## src/rtl/apb_req_arbiter_if.sv

```systemverilog
// Signal bundle between two requesters, the arbiter and the APB slave.
// master = arbiter view; slave = requesters plus APB slave (environment side).
`timescale 1ns/1ps
interface apb_req_arbiter_if #(
  parameter int ADDR_W = 32,
  parameter int DATA_W = 32
);
  logic              req0_valid;
  logic              req0_write;
  logic [ADDR_W-1:0] req0_addr;
  logic [DATA_W-1:0] req0_wdata;
  logic              req0_ready;
  logic              req0_done;

  logic              req1_valid;
  logic              req1_write;
  logic [ADDR_W-1:0] req1_addr;
  logic [DATA_W-1:0] req1_wdata;
  logic              req1_ready;
  logic              req1_done;

  logic [DATA_W-1:0] rdata;
  logic              err;

  logic [ADDR_W-1:0] paddr;
  logic              psel;
  logic              penable;
  logic              pwrite;
  logic [DATA_W-1:0] pwdata;
  logic [DATA_W-1:0] prdata;
  logic              pready;
  logic              pslverr;

  modport master (
    input  req0_valid, req0_write, req0_addr, req0_wdata,
    input  req1_valid, req1_write, req1_addr, req1_wdata,
    input  prdata, pready, pslverr,
    output req0_ready, req0_done, req1_ready, req1_done,
    output rdata, err,
    output paddr, psel, penable, pwrite, pwdata
  );

  modport slave (
    output req0_valid, req0_write, req0_addr, req0_wdata,
    output req1_valid, req1_write, req1_addr, req1_wdata,
    output prdata, pready, pslverr,
    input  req0_ready, req0_done, req1_ready, req1_done,
    input  rdata, err,
    input  paddr, psel, penable, pwrite, pwdata
  );
endinterface

```

## src/rtl/apb_req_arbiter.sv

```systemverilog
// Round-robin arbiter sharing one APB master port between two requesters,
// with a wait-state timeout that aborts transfers the slave never completes.
`timescale 1ns/1ps
module apb_req_arbiter #(
  parameter int ADDR_W  = 32,
  parameter int DATA_W  = 32,
  parameter int TIMEOUT = 16
) (
  input  logic                clk,
  input  logic                reset,
  apb_req_arbiter_if.master   bus
);

  typedef enum logic [1:0] {IDLE, SETUP, ACCESS, DONE} state_t;

  localparam logic [7:0] WAIT_LAST = 8'(TIMEOUT - 1);

  state_t            state_reg, state_next;
  logic              grant_reg, grant_next;
  logic              last_reg, last_next;
  logic [7:0]        wait_reg, wait_next;
  logic              psel_reg, psel_next;
  logic              penable_reg, penable_next;
  logic              pwrite_reg, pwrite_next;
  logic [ADDR_W-1:0] paddr_reg, paddr_next;
  logic [DATA_W-1:0] pwdata_reg, pwdata_next;
  logic [DATA_W-1:0] rdata_reg, rdata_next;
  logic              err_reg, err_next;
  logic [1:0]        ready_reg, ready_next;
  logic [1:0]        done_reg, done_next;
  logic              any_valid;
  logic              win;

  assign any_valid = bus.req0_valid | bus.req1_valid;
  // On a tie the requester that was not served last wins.
  assign win = (bus.req0_valid & bus.req1_valid) ? ~last_reg : bus.req1_valid;

  always_ff @(posedge clk or posedge reset) begin
    if (reset) begin
      state_reg   <= IDLE;
      grant_reg   <= 1'b0;
      last_reg    <= 1'b1;
      wait_reg    <= '0;
      psel_reg    <= 1'b0;
      penable_reg <= 1'b0;
      pwrite_reg  <= 1'b0;
      paddr_reg   <= '0;
      pwdata_reg  <= '0;
      rdata_reg   <= '0;
      err_reg     <= 1'b0;
      ready_reg   <= '0;
      done_reg    <= '0;
    end else begin
      state_reg   <= state_next;
      grant_reg   <= grant_next;
      last_reg    <= last_next;
      wait_reg    <= wait_next;
      psel_reg    <= psel_next;
      penable_reg <= penable_next;
      pwrite_reg  <= pwrite_next;
      paddr_reg   <= paddr_next;
      pwdata_reg  <= pwdata_next;
      rdata_reg   <= rdata_next;
      err_reg     <= err_next;
      ready_reg   <= ready_next;
      done_reg    <= done_next;
    end
  end

  always_comb begin
    state_next   = state_reg;
    grant_next   = grant_reg;
    last_next    = last_reg;
    wait_next    = wait_reg;
    psel_next    = psel_reg;
    penable_next = penable_reg;
    pwrite_next  = pwrite_reg;
    paddr_next   = paddr_reg;
    pwdata_next  = pwdata_reg;
    rdata_next   = rdata_reg;
    err_next     = err_reg;
    ready_next   = '0;
    done_next    = '0;

    case (state_reg)
      IDLE: begin
        if (any_valid) begin
          state_next   = SETUP;
          grant_next   = win;
          last_next    = win;
          wait_next    = '0;
          pwrite_next  = win ? bus.req1_write : bus.req0_write;
          paddr_next   = win ? bus.req1_addr  : bus.req0_addr;
          pwdata_next  = win ? bus.req1_wdata : bus.req0_wdata;
          psel_next    = 1'b1;
          penable_next = 1'b0;
          ready_next   = win ? 2'b10 : 2'b01;
        end
      end
      SETUP: begin
        state_next   = ACCESS;
        penable_next = 1'b1;
      end
      ACCESS: begin
        if (bus.pready) begin
          state_next   = DONE;
          psel_next    = 1'b0;
          penable_next = 1'b0;
          rdata_next   = pwrite_reg ? '0 : bus.prdata;
          err_next     = bus.pslverr;
          done_next    = grant_reg ? 2'b10 : 2'b01;
        end else if (wait_reg == WAIT_LAST) begin
          state_next   = DONE;
          psel_next    = 1'b0;
          penable_next = 1'b0;
          rdata_next   = '0;
          err_next     = 1'b1;
          done_next    = grant_reg ? 2'b10 : 2'b01;
        end else begin
          wait_next = wait_reg + 8'd1;
        end
      end
      DONE: begin
        state_next = IDLE;
      end
      default: begin
        state_next = IDLE;
      end
    endcase
  end

  assign bus.req0_ready = ready_reg[0];
  assign bus.req1_ready = ready_reg[1];
  assign bus.req0_done  = done_reg[0];
  assign bus.req1_done  = done_reg[1];
  assign bus.rdata      = rdata_reg;
  assign bus.err        = err_reg;
  assign bus.paddr      = paddr_reg;
  assign bus.psel       = psel_reg;
  assign bus.penable    = penable_reg;
  assign bus.pwrite     = pwrite_reg;
  assign bus.pwdata     = pwdata_reg;

endmodule

```

## src/flat_wrapper.sv

```systemverilog
// flat-port wrapper written by rule: the top's interface ports become plain ports
module apb_req_arbiter_flat 
#(
  parameter int ADDR_W  = 32,
  parameter int DATA_W  = 32,
  parameter int TIMEOUT = 16
)
  (clk, reset, bus_req0_valid, bus_req0_write, bus_req0_addr, bus_req0_wdata, bus_req1_valid, bus_req1_write, bus_req1_addr, bus_req1_wdata, bus_prdata, bus_pready, bus_pslverr, bus_req0_ready, bus_req0_done, bus_req1_ready, bus_req1_done, bus_rdata, bus_err, bus_paddr, bus_psel, bus_penable, bus_pwrite, bus_pwdata);
  apb_req_arbiter_if #(.ADDR_W(ADDR_W), .DATA_W(DATA_W)) bus_i ();
  input  logic clk;
  input  logic reset;
  input wire logic [$bits(bus_i.req0_valid)-1:0] bus_req0_valid;
  input wire logic [$bits(bus_i.req0_write)-1:0] bus_req0_write;
  input wire logic [$bits(bus_i.req0_addr)-1:0] bus_req0_addr;
  input wire logic [$bits(bus_i.req0_wdata)-1:0] bus_req0_wdata;
  input wire logic [$bits(bus_i.req1_valid)-1:0] bus_req1_valid;
  input wire logic [$bits(bus_i.req1_write)-1:0] bus_req1_write;
  input wire logic [$bits(bus_i.req1_addr)-1:0] bus_req1_addr;
  input wire logic [$bits(bus_i.req1_wdata)-1:0] bus_req1_wdata;
  input wire logic [$bits(bus_i.prdata)-1:0] bus_prdata;
  input wire logic [$bits(bus_i.pready)-1:0] bus_pready;
  input wire logic [$bits(bus_i.pslverr)-1:0] bus_pslverr;
  output wire logic [$bits(bus_i.req0_ready)-1:0] bus_req0_ready;
  output wire logic [$bits(bus_i.req0_done)-1:0] bus_req0_done;
  output wire logic [$bits(bus_i.req1_ready)-1:0] bus_req1_ready;
  output wire logic [$bits(bus_i.req1_done)-1:0] bus_req1_done;
  output wire logic [$bits(bus_i.rdata)-1:0] bus_rdata;
  output wire logic [$bits(bus_i.err)-1:0] bus_err;
  output wire logic [$bits(bus_i.paddr)-1:0] bus_paddr;
  output wire logic [$bits(bus_i.psel)-1:0] bus_psel;
  output wire logic [$bits(bus_i.penable)-1:0] bus_penable;
  output wire logic [$bits(bus_i.pwrite)-1:0] bus_pwrite;
  output wire logic [$bits(bus_i.pwdata)-1:0] bus_pwdata;
  assign bus_i.req0_valid = bus_req0_valid;
  assign bus_i.req0_write = bus_req0_write;
  assign bus_i.req0_addr = bus_req0_addr;
  assign bus_i.req0_wdata = bus_req0_wdata;
  assign bus_i.req1_valid = bus_req1_valid;
  assign bus_i.req1_write = bus_req1_write;
  assign bus_i.req1_addr = bus_req1_addr;
  assign bus_i.req1_wdata = bus_req1_wdata;
  assign bus_i.prdata = bus_prdata;
  assign bus_i.pready = bus_pready;
  assign bus_i.pslverr = bus_pslverr;
  assign bus_req0_ready = bus_i.req0_ready;
  assign bus_req0_done = bus_i.req0_done;
  assign bus_req1_ready = bus_i.req1_ready;
  assign bus_req1_done = bus_i.req1_done;
  assign bus_rdata = bus_i.rdata;
  assign bus_err = bus_i.err;
  assign bus_paddr = bus_i.paddr;
  assign bus_psel = bus_i.psel;
  assign bus_penable = bus_i.penable;
  assign bus_pwrite = bus_i.pwrite;
  assign bus_pwdata = bus_i.pwdata;
  apb_req_arbiter #(.ADDR_W(ADDR_W), .DATA_W(DATA_W), .TIMEOUT(TIMEOUT)) u_core (.clk(clk), .reset(reset), .bus(bus_i));
endmodule
```

## config.mk

```make
export PLATFORM = sky130hd
export DESIGN_NAME = apb_req_arbiter_flat
export DESIGN_NICKNAME = d
export VERILOG_FILES = /design/src/rtl/apb_req_arbiter_if.sv /design/src/rtl/apb_req_arbiter.sv /design/src/flat_wrapper.sv
export SDC_FILE = /design/constraint.sdc
export NUM_CORES = 1
export LEC_CHECK = 0
export CORE_AREA = 2 2 128 130
export CTS_BUF_LIST = sky130_fd_sc_hd__clkbuf_8
export CTS_CLUSTER_SIZE = 40
export DETAILED_ROUTE_END_ITERATION = 8
export DIE_AREA = 0 0 130 132
export PLACE_DENSITY_LB_ADDON = 0.08
export RECOVER_POWER = 100
export SLEW_MARGIN = 0
export SYNTH_ARGS = -nofsm -noshare
export SYNTH_HDL_FRONTEND = slang
export SYNTH_SLANG_ARGS = --single-unit
```

## constraint.sdc

```tcl
create_clock -name clk -period 5.06 [get_ports clk]
set_input_delay 1.518 -clock clk [delete_from_list [all_inputs] [get_ports clk]]
set_output_delay 1.518 -clock clk [all_outputs]
set_load 0.02 [all_outputs]
```

======== After elaboration in Yosys (flattened, before gate mapping) ========
Cells that the tools add are included.
storage, ports and cells
  bits in registers ....................... 116
  input port bits ......................... 168
  output and inout bits ................... 104
  logic and storage cells ................. 65
cells by class
  $add $sub $neg .......................... 1
  equal/unequal tests ..................... 8
  multiplexer cells ....................... 30
  bitwise operators ....................... 3
  reductions and logical operators ........ 10
operators with widths
  cell                                                   number
  two-way mux 32 bit                                     5
  two-way mux 8 bit                                      3
  two-way mux 2 bit                                      10
  one-hot mux 8 bit (2 select lines)                     1
  adder 8 x 1 -> 8 bit, second input constant            1
  equality test 8 x 4 -> 1 bit, second input constant    1
  two-way mux 1 bit                                      8
  one-hot mux 2 bit (4 select lines)                     1
  AND reduction 2 bit                                    3
  AND reduction 3 bit                                    2
  equality test 2 bit, second input constant             2
  inequality test 2 bit, second input constant           2
  AND reduction 4 bit                                    1
  nonzero test 2 bit                                     2
  inequality test 3 x 2 -> 1 bit, second input constant  1
  one-hot mux 1 bit (3 select lines)                     1
  nonzero test 3 bit                                     1
  equality test 2 x 1 -> 1 bit, second input constant    1
  zero test 2 bit                                        1
  inequality test 2 x 1 -> 1 bit, second input constant  1
  one-hot mux 1 bit (2 select lines)                     1
  bitwise AND 1 bit                                      1
  inverter 1 bit                                         1
  OR 1 bit                                               1

======== Logic depth before layout (Yosys ltp) ========
Gate-level depths: netlist (run 1).
  depth in word-level cells ............... 5
  gate-level depth with buffers ........... 7
  mapped depth without buffers ............ 6

======== Least setup slack after synthesis (run 1) ========
No wires, ideal clock.
  path kind ............................... input -> register
  start point ............................. input bus_pready
  end point ............................... register u_core.rdata_reg[0], in the netlist u_core.bus.rdata[0]
  library setup time ...................... 0.066 ns
  arrival time ............................ 2.503 ns
  data required time ...................... 4.994 ns
  setup slack ............................. 2.491 ns
  stages .................................. 5
  path buffers ............................ 2
  cells stage by stage .................... buf_2 > nand2_1 > nor2_1 > clkbuf_1 > a22o_1
on the way
  longest elaborated chain between the ends .. 2
  elaborated cells on any way between the ends .. 3
  those cells by class .................... mux: 1; reduce/logical: 2
ends and longest elaborated chain
  element                               RTL line               source
  start: declaration                    flat_wrapper.sv:21     input wire logic [$bits(bus_i.pready)-1:0] bus_pready;
  nonzero test 2 bit (no source line)   n/a
  AND reduction 2 bit (no source line)  n/a
  end signal: assignment                apb_req_arbiter.sv:63  rdata_reg <= rdata_next;
  end: declaration                      apb_req_arbiter.sv:27  logic [DATA_W-1:0] rdata_reg, rdata_next;
Parallel ways exist; a longest one is shown, timed or not.
A chain may end at the register's enable or synchronous reset.

======== Worst setup path in the final report (run 1) ========
  start point ............................. input bus_req1_valid
  end point ............................... register u_core.pwdata_reg[12], in the netlist u_core.bus.pwdata[12]
on the way
  longest elaborated chain between the ends .. 3
  elaborated cells on any way between the ends .. 5
  those cells by class .................... mux: 2; bitwise: 2; reduce/logical: 1
ends and longest elaborated chain
  element                 RTL line               source
  start: declaration      flat_wrapper.sv:16     input wire logic [$bits(bus_i.req1_valid)-1:0] bus_req1_valid;
  bitwise AND 1 bit       apb_req_arbiter.sv:36  assign win = (bus.req0_valid & bus.req1_valid) ? ~last_reg : bus.req1_valid;
  two-way mux 1 bit       apb_req_arbiter.sv:36
  two-way mux 32 bit      apb_req_arbiter.sv:94  pwdata_next = win ? bus.req1_wdata : bus.req0_wdata;
  end signal: assignment  apb_req_arbiter.sv:62  pwdata_reg <= pwdata_next;
  end: declaration        apb_req_arbiter.sv:26  logic [DATA_W-1:0] pwdata_reg, pwdata_next;
Parallel ways exist; a longest one is shown, timed or not.

==> results.txt, run 1 <==
The initial antenna violation count is 0. The average wire per standard cell came out at 15.5 um. The congestion estimate from routability-driven global placement came to 0.770. The worst setup path is launched from an input pin. The total of max-cap violations is 2.

The share of flip-flops with an asynchronous set or reset is 100%. The detailed-route vias per instance came out at 4.53. The flow ran to the end, but the final reports show violations. Across the VDD grid, the largest voltage drop is ~220 uV. The initialized floorplan defines 46 standard-cell rows. The number of enable flip-flop cells after synthesis came out at 0. STA puts the critical path data required time at 5.34 ns. The combinational fraction of design power is 46.5%.

The CTS tree is yes. The final reports fail on capacitance limit, slew limit. The gate count of the mapped netlist came out at 482. For this run the aggregate overflow at the end of global routing stands at 0. The share of cells above drive strength 1 is approximately 6.0%. The post-synthesis instance area is between 5000 and 6000 sq um. The cell-internal power came out at 2650 uW.

For this run, the slowest stage of the critical path takes around 1.2 ns. The final hold violation count came to 0. The post-CTS setup buffer count came out at 0. Entering global routing, the biggest net connects 69 pins.

The post-cts hold buffer count is 0. The clock sink count is roughly 120. The minimum clock period came out at 3.81 ns. The worst slew margin relative to its limit is -78.8%. Synthesis inferred around 120 register bits. The worst-path maximum fanout came out at 23.

The share of total power consumed by net switching is between 30% and 40%. The cell at the slowest stage of the critical path is clkbuf_1. Counting every net in the synthesized netlist gives 656.

The clock latency of the later-clocked register in the worst-skew pair is approximately 0.43 ns. The area of the placeable core is roughly 16000 sq um. For the pin with the worst max-slew slack, the measured transition is 2.67 ns. The number of antenna repair diodes is 0. The estimated wirelength of the detail-placed design came out at 11.4 mm. The effective utilization at floorplan came out at 32.7%.

The synthesis warning total is 0. The highest clock frequency the design can meet came out at 263 MHz. Input and output buffers added on the ports amount to 271.

The number of fill cells in the layout is 1421. Ranked by total cell area, the synthesized netlist is headed by dfrtp_1 (56%), mux2i_1 (13%), o21ai_0 (8.1%). The maximum root-to-sink buffer count is 2. Clock tree synthesis inserted a total of 17 buffers. For this run, the leading register cell type out of synthesis is dfrtp_1. The share of Yosys cell area claimed by the top area cell type is 56.1%. The tightest min-delay check is of the flop to flop type. Setup repair after global routing left no endpoint under its margin. The buffer cell driving the clock tree root is clkbuf_8. The part of the power in registers is 34.6%. dfrtp_1 is the most common cell in the netlist. Clock skew on the completed layout was measured at between 0.008 and 0.009 ns. The wire length of the first global-routing pass came out at 24.1 mm. The worst setup slack after placement is 1.43 ns. Summed over all failing endpoints, the final setup total negative slack is 0 ns. The area of the multi-input gates is between 2000 and 2500 sq um. By count the netlist is led by dfrtp_1 (115), nand2_1 (103), o21ai_0 (83). The boundary pin count came out at 272.

Setup violations remaining at the end of the flow were counted as 0. The overall via count from detail_route is 4429. Summed over all layers, the routed wires come to 15.2 mm.

The startpoint-to-endpoint class of the critical path is input pin to flop. The total routing usage reported by global routing came out at 18.2%. The final worst slack is about 1.3 ns.

After detailed routing, the number of remaining DRC violations is 0. The relative area change from synthesis to final layout came out at 63.6%. The leakage power figure is 0.00380 uW.

The post-synthesis sequential area ratio came out at about 57%. After the last flow step, the layout net total stands at ~920. The number of global-route vias before repair was 4591. The remaining antenna violation count came out at 0. The power per cell area is 524 nW/um^2. The count of different cell masters after synthesis is 41.

At the worst endpoint, the arrival time is 4.09 ns. The worst setup path is captured at a flop. The area of the die came out at 17200 sq um. The critical path goes through dlygate4sd3_1 > a21boi_0 > clkbuf_1 > mux2i_1 > o21ai_0.

The horizontal die dimension is 130 um. Dividing the synthesized area by the synthesized cell count gives 10.7 sq um. The number of H-tree levels is 4. The area used by sequential logic in the layout came out at 2900 sq um. Cells fill a little over half of the core in the end. The period utilization came out at 75.3%. Measured along the y axis, the die boundary spans around 130 um. The analysis attributes to net switching a power of 1750 uW. Gates resized during post-CTS repair numbered 0.

The first detailed-routing pass ran for 4 iterations. The initial detailed-routing violation count came out at 159. The clock network burns a little under a fifth of the power.

The worst-case register-to-register setup slack came out at 2.61 ns. Summed over all instances, the cell type with the most area after synthesis is dfrtp_1. The clock slew seen by the registers of the worst setup and hold paths is 0.07 ns. The number of pins exceeding their max-slew limit in the final report is 83.
==> worst max-delay path, delay by kind of cell <==
| family | cells | cell delay [ns] |
|---|---|---|
| compound gates | 2 | 0.36 |
| mux | 1 | 0.35 |
| buf+inv | 2 | 1.84 |
==> power by group through the flow <==
stage               combinational, uW  sequential (uW)  clock (uW)
global route                     2240             1570         909
finish                           2040             1520         832
floorplan                         716             1960           0
global placement                 2190             1540           0
CTS                              2220             1540         862
detailed placement               2220             1550           0
==> cell usage in the layout (no fill, tap or decap), types with 4 or more instances in the layout <==
cell type / n
mux2i_1: 65
inv_1: 5
o21ai_0: 84
clkbuf_8: 18
nand2_1: 103
nand3_1: 4
dfrtp_1: 115
clkdlybuf4s50_1: 164
a31oi_1: 4
clkinvlp_4: 4
a22o_1: 17
dlygate4sd3_1: 107
nor2_1: 10
buf_4: 4
ha_1: 6
a21oi_1: 5
clkinv_2: 6
==> routing by layer <==
metal	GRT usage (%)	up-vias	wire [um]	part of all wire, %
li1	-	2215	-	-
met1	19.9	1986	5720	38
met2	29.7	203	7250	48
met3	8.85	25	1770	12
met4	7.83	0	406	2.7
met5	0	-	0	0
==> path summary, 6_finish.rpt <==
kind,start,end,cells after the start
max,bus_req1_valid,u_core.bus.pwdata[12],5
min,u_core.grant_reg,u_core.done_reg[0],1
max reg2reg,u_core.state_reg[0],u_core.bus.rdata[13],5
min reg2reg,u_core.grant_reg,u_core.done_reg[0],1
max in group asynchronous,reset,u_core.bus.pwdata[29],2
min in group asynchronous,reset,u_core.bus.rdata[14],2
==> stage by stage <==
| step | instances | total power [uW] | cell area [sq um] | hold slack (ns) |
|---|---|---|---|---|
| floorplan | 482 | 2680 | 5130 | 0.426 |
| global placement | 945 | 3720 | 8060 | 0.446 |
| detailed placement | 945 | 3770 | 8060 | 0.455 |
| CTS | 977 | 4630 | 8440 | 0.459 |
| global route | 977 | 4720 | 8400 | 0.489 |
| finish | 977 | 4400 | 8400 | 0.464 |
==> logic make-up after synthesis <==
group | Yosys count | share of synthesized area [%]
mux | 67 | 13.1
buf+inv | 37 | 3.39
fa+ha+maj | 6 | 1.46
flops | 116 | 56.6
simple gates | 134 | 11.2
compound gates | 122 | 14.3
==> final cells by class <==
cell class	count	share of cell area [%]
multi-input cells	329	24.3
clock buffers	18	2.95
well taps	216	3.22
flip-flops and latches	116	34.6
clock inverters	14	1.64
inverters	6	0.283
repair buffers	278	33.0
No activity file was read; power rests on OpenSTA's default activity.
==> run 2: changes to the inputs <==
==> constraint.sdc (replaced) <==
create_clock -name clk -period 3.55 [get_ports clk]
set_input_delay 1.065 -clock clk [delete_from_list [all_inputs] [get_ports clk]]
set_output_delay 1.065 -clock clk [all_outputs]
set_load 0.02 [all_outputs]
==> run 2 against run 1 <==
Compared with the run above:
- total power is 42% higher
- critical path type unchanged
- the run still ends with capacitance limit, slew limit left
- first-iteration DRC count increased by 13%
- final area rose by 0.31%
- die area unchanged
- via count up 2.8%
- largest power group unchanged
- flip-flop and latch count stayed put
- final cell count unchanged
- combinational power is 43% higher
==> results.txt, run 2 (synthesis results as in run 1) <==
The overall power consumption is 6250 uW (+42%). The critical path is of the input pin to flop type. The part of the power in registers was 34.5% (about the same). The critical path data arrival time was 3.16 ns (-0.93 ns). The effective utilization at floorplan is 32.7% (unchanged). The hold-critical path depth came out at 1 (unchanged). The total of max-cap violations is 1 (-1). The checks that failed: capacitance limit, slew limit. The number of pins exceeding their max-slew limit in the final report came out at 117 (+41%).

The tightest min-delay check is of the flop to flop type. The placement-stage cell area was 8080 sq um (+0.26%). The pin count of the biggest net entering global routing was 117 (+70%). The data required time at the worst endpoint was 3.83 ns (-1.51 ns). The pin slew with the least headroom to its limit is 1.62 ns (-1.05 ns).

The first-pass iteration count of the detailed router is 5 (+1). The final design area excluding fillers came out at 8420 sq um (+0.31%). The total congestion overflow was 0 (unchanged). In this run the critical register-to-register path is launched from u_core.state_reg[0]. The worst-path maximum fanout came to 22 (-4.3%). The power per cell area was 742 nW/um^2 (+42%). The minimum clock period is about 2.9 ns.

The part of the power in the clock network came out at 18.7% (-0.2 points). The total net switching power is 2460 uW (+41%). The number of H-tree levels was 4 (unchanged). The cell-internal power came out at 3790 uW (+43%). The horizontal die dimension came out at 130 um (unchanged). The worst-case register-to-register setup slack came out at 0.88 ns (-1.73 ns).

The post-cts hold buffer count came out at 0 (unchanged). The area of the placeable core came to 15700 sq um (unchanged). The initial antenna violation count is 0 (unchanged).

The summed negative setup slack over all endpoints came out at 0 ns (unchanged). The estimated wirelength of the detail-placed design is 11.1 mm (-3.0%). The post-CTS setup buffer count came to 0 (unchanged). The share of cells above drive strength 1 was 6.18% (+0.13 points). The total routing usage reported by global routing was 17.8% (-0.31 points).

The combinational fraction of design power came out at 46.7% (+0.2 points). The number of global-route vias before repair is 4670 (+1.7%). The number of antenna repair diodes was 0 (unchanged). The library cell used most frequently in the layout, excluding fill and tap cells, is clkdlybuf4s50_1. The wire length of the first global-routing pass came out at 23.6 mm (-2.0%). The number of CTS-inserted buffers came out at 17 (unchanged). The detailed-route wire length came out at 15.1 mm (-0.12%). The clock latency of the later-clocked register in the worst-skew pair came out at 0.43 ns (about the same). The count of buffers inserted at the top-level ports came out at 271 (unchanged). The post-detailed-route DRC marker count came out at 0 (unchanged). The clock slew seen by the registers of the worst setup and hold paths came out at 0.06 ns (about the same). The flow ran to the end, but the final reports show violations. The period utilization is 81.0%. The reg-to-reg endpoint is u_core.bus.rdata[12].

The die boundary height was 132 um (unchanged). The weighted congestion reported at the end of routability-driven placement is 0.811 (+5.4%). The initial detailed-routing violation count came out at 179 (+13%).

The boundary pin count is 272 (unchanged). The highest clock frequency the design can meet came out at roughly 350 MHz. The final hold violation count came out at 0 (unchanged). The endpoint kind of the worst setup timing path is a flop. The share of total power consumed by net switching came out at 39.3% (-0.38 points). The worst hold path begins at u_core.grant_reg.

The number of standard-cell rows in the floorplan came out at 46 (unchanged). The worst slew margin relative to its limit is -7.78% (+71 points). The overall via count from detail_route came to 4554 (+2.8%). The post-layout net count is 923 (+0.11%). Setup repair after global routing left no endpoint under its margin. The average wire per standard cell is 15.5 um (-0.12%).

Clock tree synthesis selected as its root buffer the cell clkbuf_8. The worst setup path is launched from an input pin. The worst-case vdd ir drop is 316 uV (+43%). The clock sink count is 116 (unchanged). The number of failing setup endpoints in the final timing report was 0 (unchanged). The detailed-route vias per instance is 4.66 (+2.8%). The top cell types in the final layout, fill and taps aside, are clkdlybuf4s50_1 (165), dfrtp_1 (115), dlygate4sd3_1 (106), nand2_1 (103), o21ai_0 (84).

The leakage power figure is 0.00383 uW (+0.61%). The area of the die came out at 17200 sq um (unchanged). The post-route clock skew was 0.00839 ns (-0.000184 ns). The endpoint of the worst hold-timing path is u_core.done_reg[0]. The number of fill cells in the layout is 1383 (-2.7%). The relative area change from synthesis to final layout is 64.1%. TritonCTS built the clock tree.

The cell depth of the worst flop-to-flop path came out at 6 (+1). The remaining antenna violation count is 0 (unchanged). The count of instances resized after the clock tree is built is 0 (unchanged). The maximum root-to-sink buffer count is 2 (unchanged).
run 2: layout make-up:
cell class,instances,area [sq um],share of cell area [%]
tap,216,270,3.21
inverter,6,26.3,0.312
timing repair buffer,279,2780,33.0
sequential,116,2900,34.5
clock inverter,12,115,1.37
clock buffer,19,262,3.10
multi-input combinational,329,2070,24.5
run 2: power groups by stage:
| stage | Sequential (uW) | Combinational (uW) | Clock, uW |
|---|---|---|---|
| final | 2160 | 2920 | 1170 |
| after global routing | 2240 | 3200 | 1270 |
| after CTS | 2190 | 3170 | 1210 |
| after detailed placement | 2210 | 3160 | 0 |
| after global placement | 2190 | 3110 | 0 |
| after floorplan | 2790 | 1020 | 0 |
run 2: worst max-delay path by stage:
stage / start / to / slack (ns)
finish: bus_req0_valid / u_core.bus.paddr[4] / 0.67
global route: reset / u_core.bus.pwdata[25] / 0.49
CTS: u_core.bus.pwrite / bus_pwrite / 0.94
detailed placement: bus_req0_valid / u_core.wait_reg[4] / 0.70
global placement: bus_req0_valid / u_core.wait_reg[7] / 0.74
floorplan: reset / u_core.bus.err / 1.07
run 2: critical path: stages:
cell           delay (ns)
dlygate4sd3_1        0.60
a21boi_0             0.42
clkbuf_2             0.68
mux2i_1              0.28
o21ai_0              0.11
run 2: metal layers:
metal	routed length (um)	share of wire [%]	vias to the layer above	GRT usage, %
met5	0	0	-	0
met4	583	3.9	0	9.32
met3	1540	10	34	8.40
met2	7160	47	220	29.0
met1	5850	39	2084	19.2
li1	-	-	2216	-
run 2: through the flow:
step | hold slack (ns) | setup slack [ns] | instances | util (%)
after floorplan | 0.426 | 1.07 | 482 | -
after global placement | 0.451 | 0.739 | 946 | 51.4
after detailed placement | 0.447 | 0.705 | 946 | 51.4
after CTS | 0.457 | 0.938 | 977 | 53.8
after global routing | 0.484 | 0.486 | 977 | 53.6
final | 0.460 | 0.673 | 977 | 53.6
